**src/rtl/expr_recognizer_if.sv**
```systemverilog
// Character-stream interface of the expression recognizer.
//   en     : character valid; consumed on a rising edge with en=1
//   in     : W-bit character code
//   out    : 1 = consumed prefix is a complete legal expression
//   err    : 1 = recognizer is in its ILLEGAL state
//   depth  : current open-parenthesis count
//   nops   : number of operands started, saturating at 255
// The master drives the characters; the slave (the recognizer) returns status.
interface expr_recognizer_if #(
    parameter int unsigned W = 8
);
    logic         en;
    logic [W-1:0] in;
    logic         out;
    logic         err;
    logic [3:0]   depth;
    logic [7:0]   nops;

    modport master (output en, in, input  out, err, depth, nops);
    modport slave  (input  en, in, output out, err, depth, nops);
endinterface

```
**src/rtl/expr_recognizer.sv**
```systemverilog
// Registered recognizer for arithmetic expressions fed one character per
// enabled clock. Operands are multi-digit decimal numbers, operators come
// from OP_MASK, and parentheses nest up to MAX_DEPTH. With STICKY=0 a ';'
// restarts recognition from any state, including ILLEGAL.
// Ports:
//   clk    : system clock, rising edge
//   clr_n  : asynchronous active-low reset
//   bus    : slave side of expr_recognizer_if (en/in in, out/err/depth/nops out)
module expr_recognizer #(
    parameter int unsigned W         = 8,
    parameter int unsigned MAX_DEPTH = 4,
    parameter logic [3:0]  OP_MASK   = 4'b0011,
    parameter bit          STICKY    = 1'b1
) (
    input  logic             clk,
    input  logic             clr_n,
    expr_recognizer_if.slave bus
);
    typedef enum logic [1:0] {
        S_START   = 2'd0,
        S_NUM     = 2'd1,
        S_CLOSE   = 2'd2,
        S_ILLEGAL = 2'd3
    } state_t;

    state_t     r_state, w_state_nxt;
    logic [3:0] r_depth, w_depth_nxt;
    logic [7:0] r_nops,  w_nops_nxt;
    logic       r_out,   w_out_nxt;
    logic       r_err,   w_err_nxt;

    logic w_digit, w_op, w_lp, w_rp, w_term;
    logic w_can_open, w_can_close;

    // Full-width compares: any bit set above bit 7 makes the character "other".
    assign w_digit = (bus.in >= W'(48)) && (bus.in <= W'(57));
    assign w_op    = (OP_MASK[0] && (bus.in == W'(43)))
                  || (OP_MASK[1] && (bus.in == W'(42)))
                  || (OP_MASK[2] && (bus.in == W'(45)))
                  || (OP_MASK[3] && (bus.in == W'(47)));
    assign w_lp    = (bus.in == W'(40));
    assign w_rp    = (bus.in == W'(41));
    // With STICKY=1 ';' is an ordinary "other" character.
    assign w_term  = !STICKY && (bus.in == W'(59));

    assign w_can_open  = (r_depth < 4'(MAX_DEPTH));
    assign w_can_close = (r_depth != 4'd0);

    // State register. Status outputs are registered from the next-state
    // values so they describe the prefix including the character just taken.
    always_ff @(posedge clk or negedge clr_n) begin
        // NOTE: non-blocking assignments keep every register sampling the
        // pre-edge values, so the update order inside this block is irrelevant.
        if (!clr_n) begin
            r_state <= S_START;
            r_depth <= 4'd0;
            r_nops  <= 8'd0;
            r_out   <= 1'b0;
            r_err   <= 1'b0;
        end else if (bus.en) begin
            r_state <= w_state_nxt;
            r_depth <= w_depth_nxt;
            r_nops  <= w_nops_nxt;
            r_out   <= w_out_nxt;
            r_err   <= w_err_nxt;
        end
    end

    // Next-state logic. depth and nops default to holding, which also gives
    // the freeze-on-ILLEGAL behaviour for free.
    always_comb begin
        // NOTE: every output gets a default before the case, so no path can
        // leave one unassigned and infer a latch.
        w_state_nxt = r_state;
        w_depth_nxt = r_depth;
        w_nops_nxt  = r_nops;
        if (w_term) begin
            w_state_nxt = S_START;
            w_depth_nxt = 4'd0;
            w_nops_nxt  = 8'd0;
        end else begin
            case (r_state)
                S_START: begin
                    if (w_digit) begin
                        w_state_nxt = S_NUM;
                        w_nops_nxt  = (r_nops == 8'hFF) ? r_nops : r_nops + 8'd1;
                    end else if (w_lp && w_can_open) begin
                        w_depth_nxt = r_depth + 4'd1;
                    end else begin
                        w_state_nxt = S_ILLEGAL;
                    end
                end
                S_NUM: begin
                    if (w_digit) begin
                        w_state_nxt = S_NUM;
                    end else if (w_op) begin
                        w_state_nxt = S_START;
                    end else if (w_rp && w_can_close) begin
                        w_state_nxt = S_CLOSE;
                        w_depth_nxt = r_depth - 4'd1;
                    end else begin
                        w_state_nxt = S_ILLEGAL;
                    end
                end
                S_CLOSE: begin
                    if (w_op) begin
                        w_state_nxt = S_START;
                    end else if (w_rp && w_can_close) begin
                        w_depth_nxt = r_depth - 4'd1;
                    end else begin
                        w_state_nxt = S_ILLEGAL;
                    end
                end
                S_ILLEGAL: w_state_nxt = S_ILLEGAL;
                default: begin
                    w_state_nxt = S_START;
                    w_depth_nxt = 4'd0;
                end
            endcase
        end
    end

    // Output logic: decoded from the next state so out/err are mutually exclusive.
    always_comb begin
        w_out_nxt = ((w_state_nxt == S_NUM) || (w_state_nxt == S_CLOSE))
                 && (w_depth_nxt == 4'd0);
        w_err_nxt = (w_state_nxt == S_ILLEGAL);
    end

    assign bus.out   = r_out;
    assign bus.err   = r_err;
    assign bus.depth = r_depth;
    assign bus.nops  = r_nops;
endmodule
```
**src/flat_wrapper.sv**
```systemverilog
// flat-port wrapper written by rule: the top's interface ports become plain ports
module expr_recognizer_flat 
#(
    parameter int unsigned W         = 8,
    parameter int unsigned MAX_DEPTH = 4,
    parameter logic [3:0]  OP_MASK   = 4'b0011,
    parameter bit          STICKY    = 1'b1
)
  (clk, clr_n, bus_en, bus_in, bus_out, bus_err, bus_depth, bus_nops);
  expr_recognizer_if #(.W(W)) bus_i ();
  input  logic clk;
  input  logic clr_n;
  input wire logic [$bits(bus_i.en)-1:0] bus_en;
  input wire logic [$bits(bus_i.in)-1:0] bus_in;
  output wire logic [$bits(bus_i.out)-1:0] bus_out;
  output wire logic [$bits(bus_i.err)-1:0] bus_err;
  output wire logic [$bits(bus_i.depth)-1:0] bus_depth;
  output wire logic [$bits(bus_i.nops)-1:0] bus_nops;
  assign bus_i.en = bus_en;
  assign bus_i.in = bus_in;
  assign bus_out = bus_i.out;
  assign bus_err = bus_i.err;
  assign bus_depth = bus_i.depth;
  assign bus_nops = bus_i.nops;
  expr_recognizer #(.W(W), .MAX_DEPTH(MAX_DEPTH), .OP_MASK(OP_MASK), .STICKY(STICKY)) u_core (.clk(clk), .clr_n(clr_n), .bus(bus_i));
endmodule
```
**config.mk**
```make
export PLATFORM = sky130hd
export DESIGN_NAME = expr_recognizer_flat
export DESIGN_NICKNAME = d
export VERILOG_FILES = /design/src/rtl/expr_recognizer_if.sv /design/src/rtl/expr_recognizer.sv /design/src/flat_wrapper.sv
export SDC_FILE = /design/constraint.sdc
export NUM_CORES = 1
export LEC_CHECK = 0
export ABC_AREA = 1
export BUFFER_PORTS_ARGS = -buffer_cell sky130_fd_sc_hd__buf_2
export CAP_MARGIN = 10
export CORE_ASPECT_RATIO = 0.7
export CORE_MARGIN = 3
export CORE_UTILIZATION = 57
export CTS_CLUSTER_DIAMETER = 100
export DETAILED_ROUTE_END_ITERATION = 10
export PLACE_DENSITY = 0.91
export SLEW_MARGIN = 20
export SYNTH_ARGS = -nofsm -noshare
export SYNTH_HDL_FRONTEND = slang
export SYNTH_SLANG_ARGS = --single-unit
```
**constraint.sdc**
```tcl
create_clock -name clk -period 2.6 [get_ports clk]
set_input_delay 0.39 -clock clk [delete_from_list [all_inputs] [get_ports clk]]
set_output_delay 0.39 -clock clk [all_outputs]
set_load 0.01 [all_outputs]
```
==> results.cfg <==
[layout]
drive_gt1_share_pct = 23.1
layout.nets = 198
antenna_cells = 0
most-common-layout-cells = nand2_1 (38), buf_2 (24), inv_1 (21)
final_common_cell = nand2_1
area_growth_pct = 16.3

[cts]
cts_resized = 0
cts.sinks = 16
clk_pin_slew_worst_paths_ns = 0.09
clk-insertion-delay-late_ns = 0.30
htree_levels = 1
cts_setup_buffers = 0
cts_hold_buf = 1
root_buffer = clkbuf_4
cts_buffers = 3
cts_tree = done
clockBufferDepth = 2

[critical_path]
end_kind = flip-flop
reg2reg_to = u_core.bus.out$_DFFE_PN0P_
worst_ep_arrival_time_ns = 2.16
critPathMaxFanout = 7
path_class = reg2reg
r2r_start = u_core.bus.depth[0]$_DFFE_PN0P_
rr_worst_depth = 11
cp.required_ns = 2.81
ff2ff_setup_slack_ns = 0.65
start_kind = flip-flop

[power_and_ir_drop]
seqPwrFrac_pct = 45.7
p_leak_nw = 0.743
power_density_mw_per_mm2 = 483
ir_drop_mv = 0.397
clock_power_share_pct = 25.7
pwr-share-comb_pct = 28.6
switchingPower_uw = 232
p_int_uw = 423
swShare_pct = 35.5

[sta]
final.setup.tns_ns = 0
tightestPinTransition_ns = 0.425
slew_headroom_pct = 71.6
setup_viol = 0
drv_slew = 0
rsz0062_at_grt = no
final_hold_viol_count = 0
final.min_clock_period_ns = 1.95
max_clock_freq_mhz = 512
period_share_pct = 75.1
worst_slack_ns = 0.647
skew_ns = 0.00565

[detailed_routing]
avgRoutedWirePerCell_um = 13.3
routed_via_density = 5.58
drc = 0
wl_um = 2710
drt_pre_antenna_iters = 4
ant_nets = 0
drtIter0Drc = 62
dr_total_vias = 1138

[floorplan]
start_util_pct = 61.3
die_area_mm2 = 0.00264
core-area_mm2 = 0.00190
die_h_um = 43.9
rows = 13
num_io_pins = 25
die_w_um = 60.1

[synthesis]
synth-seq-cells = 16
synth_area_leaders = dfrtp_1 (34%), nand2_1 (12%), inv_1 (6.8%)
syn_area_per_cell_um2 = 7.58
synthesis.nets = 169
yosysTopAreaCell = dfrtp_1
synth_top_area_share_pct = 34.3
ys_warn_count = 0
synth.distinct_cells = 27
mappedNetlistArea_mm2 = 0.00117
seq_area_frac_synth_pct = 34.3
syn_inst = 154

[placed_design]
gp_congestion = 0.963
dp_worst_setup_slack_ns = 0.683
port_buffers = 24
place_hpwl_um = 2070

[run_status]
outcome = completed

[job]
cap_viol_max_count = 0

[min_path]
holdPathEnd = u_core.bus.err$_DFFE_PN0P_
hp-class = in2reg
worstHoldStart = bus_en
hold_path_depth = 3

[global_route]
gr-total-overflow = 0
grt_pass1_wl_um = 4410
grt_pass1_vias = 1058
grt_max_degree = 17
antenna_found_initial = 0
grtUsageTotal_pct = 22.8
[Yosys cell counts]
cell type / number
nor2_4: 2
o21a_1: 1
a41oi_1: 1
nor2_1: 17
a22oi_1: 1
xnor2_1: 2
nor3_1: 2
ha_1: 4
o21ai_1: 2
clkbuf_1: 1
nor2_2: 4
o21ai_0: 10
nand4_1: 2
nor3_2: 2
nand2_1: 38
a31oi_1: 1
nand3b_4: 1
nand3_1: 10
nand3_2: 1
mux2_1: 2
xor2_1: 6
o211ai_1: 3
nand3_4: 2
nand2_4: 1
inv_1: 21
dfrtp_1: 16
nand2_2: 1
[power groups by stage]
stage          clock [mW]  sequential [mW]  combinational [mW]
5_1_grt             0.182            0.304               0.210
3_5_place_dp            0            0.304               0.182
3_3_place_gp            0            0.302               0.175
2_1_floorplan           0            0.307               0.119
6_report            0.169            0.299               0.188
4_1_cts             0.174            0.299               0.185
[kinds of logic after synthesis]
logic type | share of synthesized area, %
compound gates | 9.65
simple gates | 36.8
mux | 1.93
buf+inv | 7.07
flops | 34.3
xor+xnor | 6.00
fa+ha+maj | 4.29
[how the worst max path moves through the flow]
stage,start,to,slack [ns],depth (start not counted)
after floorplan,u_core.bus.depth[0]$_DFFE_PN0P_,u_core.bus.out$_DFFE_PN0P_,0.82,11
after global placement,u_core.bus.depth[0]$_DFFE_PN0P_,u_core.bus.out$_DFFE_PN0P_,0.81,11
after detailed placement,u_core.bus.depth[0]$_DFFE_PN0P_,u_core.bus.out$_DFFE_PN0P_,0.68,11
after CTS,u_core.bus.depth[0]$_DFFE_PN0P_,u_core.bus.out$_DFFE_PN0P_,0.66,11
after global routing,u_core.bus.depth[0]$_DFFE_PN0P_,u_core.bus.out$_DFFE_PN0P_,0.50,11
final,u_core.bus.depth[0]$_DFFE_PN0P_,u_core.bus.out$_DFFE_PN0P_,0.65,11
[layer usage]
metal	up-vias	wire length [µm]	global-route usage (%)
met5	-	0	0
met4	0	23	9.29
met3	3	261	6.55
met2	59	1310	34.5
met1	521	1120	30.7
li1	555	-	-
[critical path: stages, from the launching register on]
cell and delay (ns):
dfrtp_1 0.44, inv_1 0.16, ha_1 0.26, nand2_4 0.09, nand3_4 0.12, nand2_1 0.06
a22oi_1 0.20, ha_1 0.28, nand4_1 0.10, nor2_1 0.05, nand2_1 0.05, nand2_1 0.04
[metrics by stage]
stage	power, mW	hold WS (ns)	std cells	area (µm²)	utilization, %
3_3_place_gp	0.477	0.311	199	1310	68.9
2_1_floorplan	0.426	0.0944	154	1170	-
5_1_grt	0.696	0.429	204	1360	71.3
6_report	0.656	0.429	204	1360	71.3
3_5_place_dp	0.486	0.319	199	1310	68.9
4_1_cts	0.658	0.410	204	1360	71.3
[registers in the layout (all words and copies together) (netlist names)]
register	cells
u_core.bus.nops	8
u_core.r_state	2
u_core.bus.out	1
u_core.bus.err	1
u_core.bus.depth	4
[layout make-up]
cell class	instances	area (µm²)
Inverter	21	78.8
Multi-Input combinational cell	116	684
Timing Repair Buffer	25	130
Clock buffer	4	36.3
Sequential cell	16	400
Tap cell	22	27.5
Fill cell	145	546
Power figures use the tool's default switching activity.
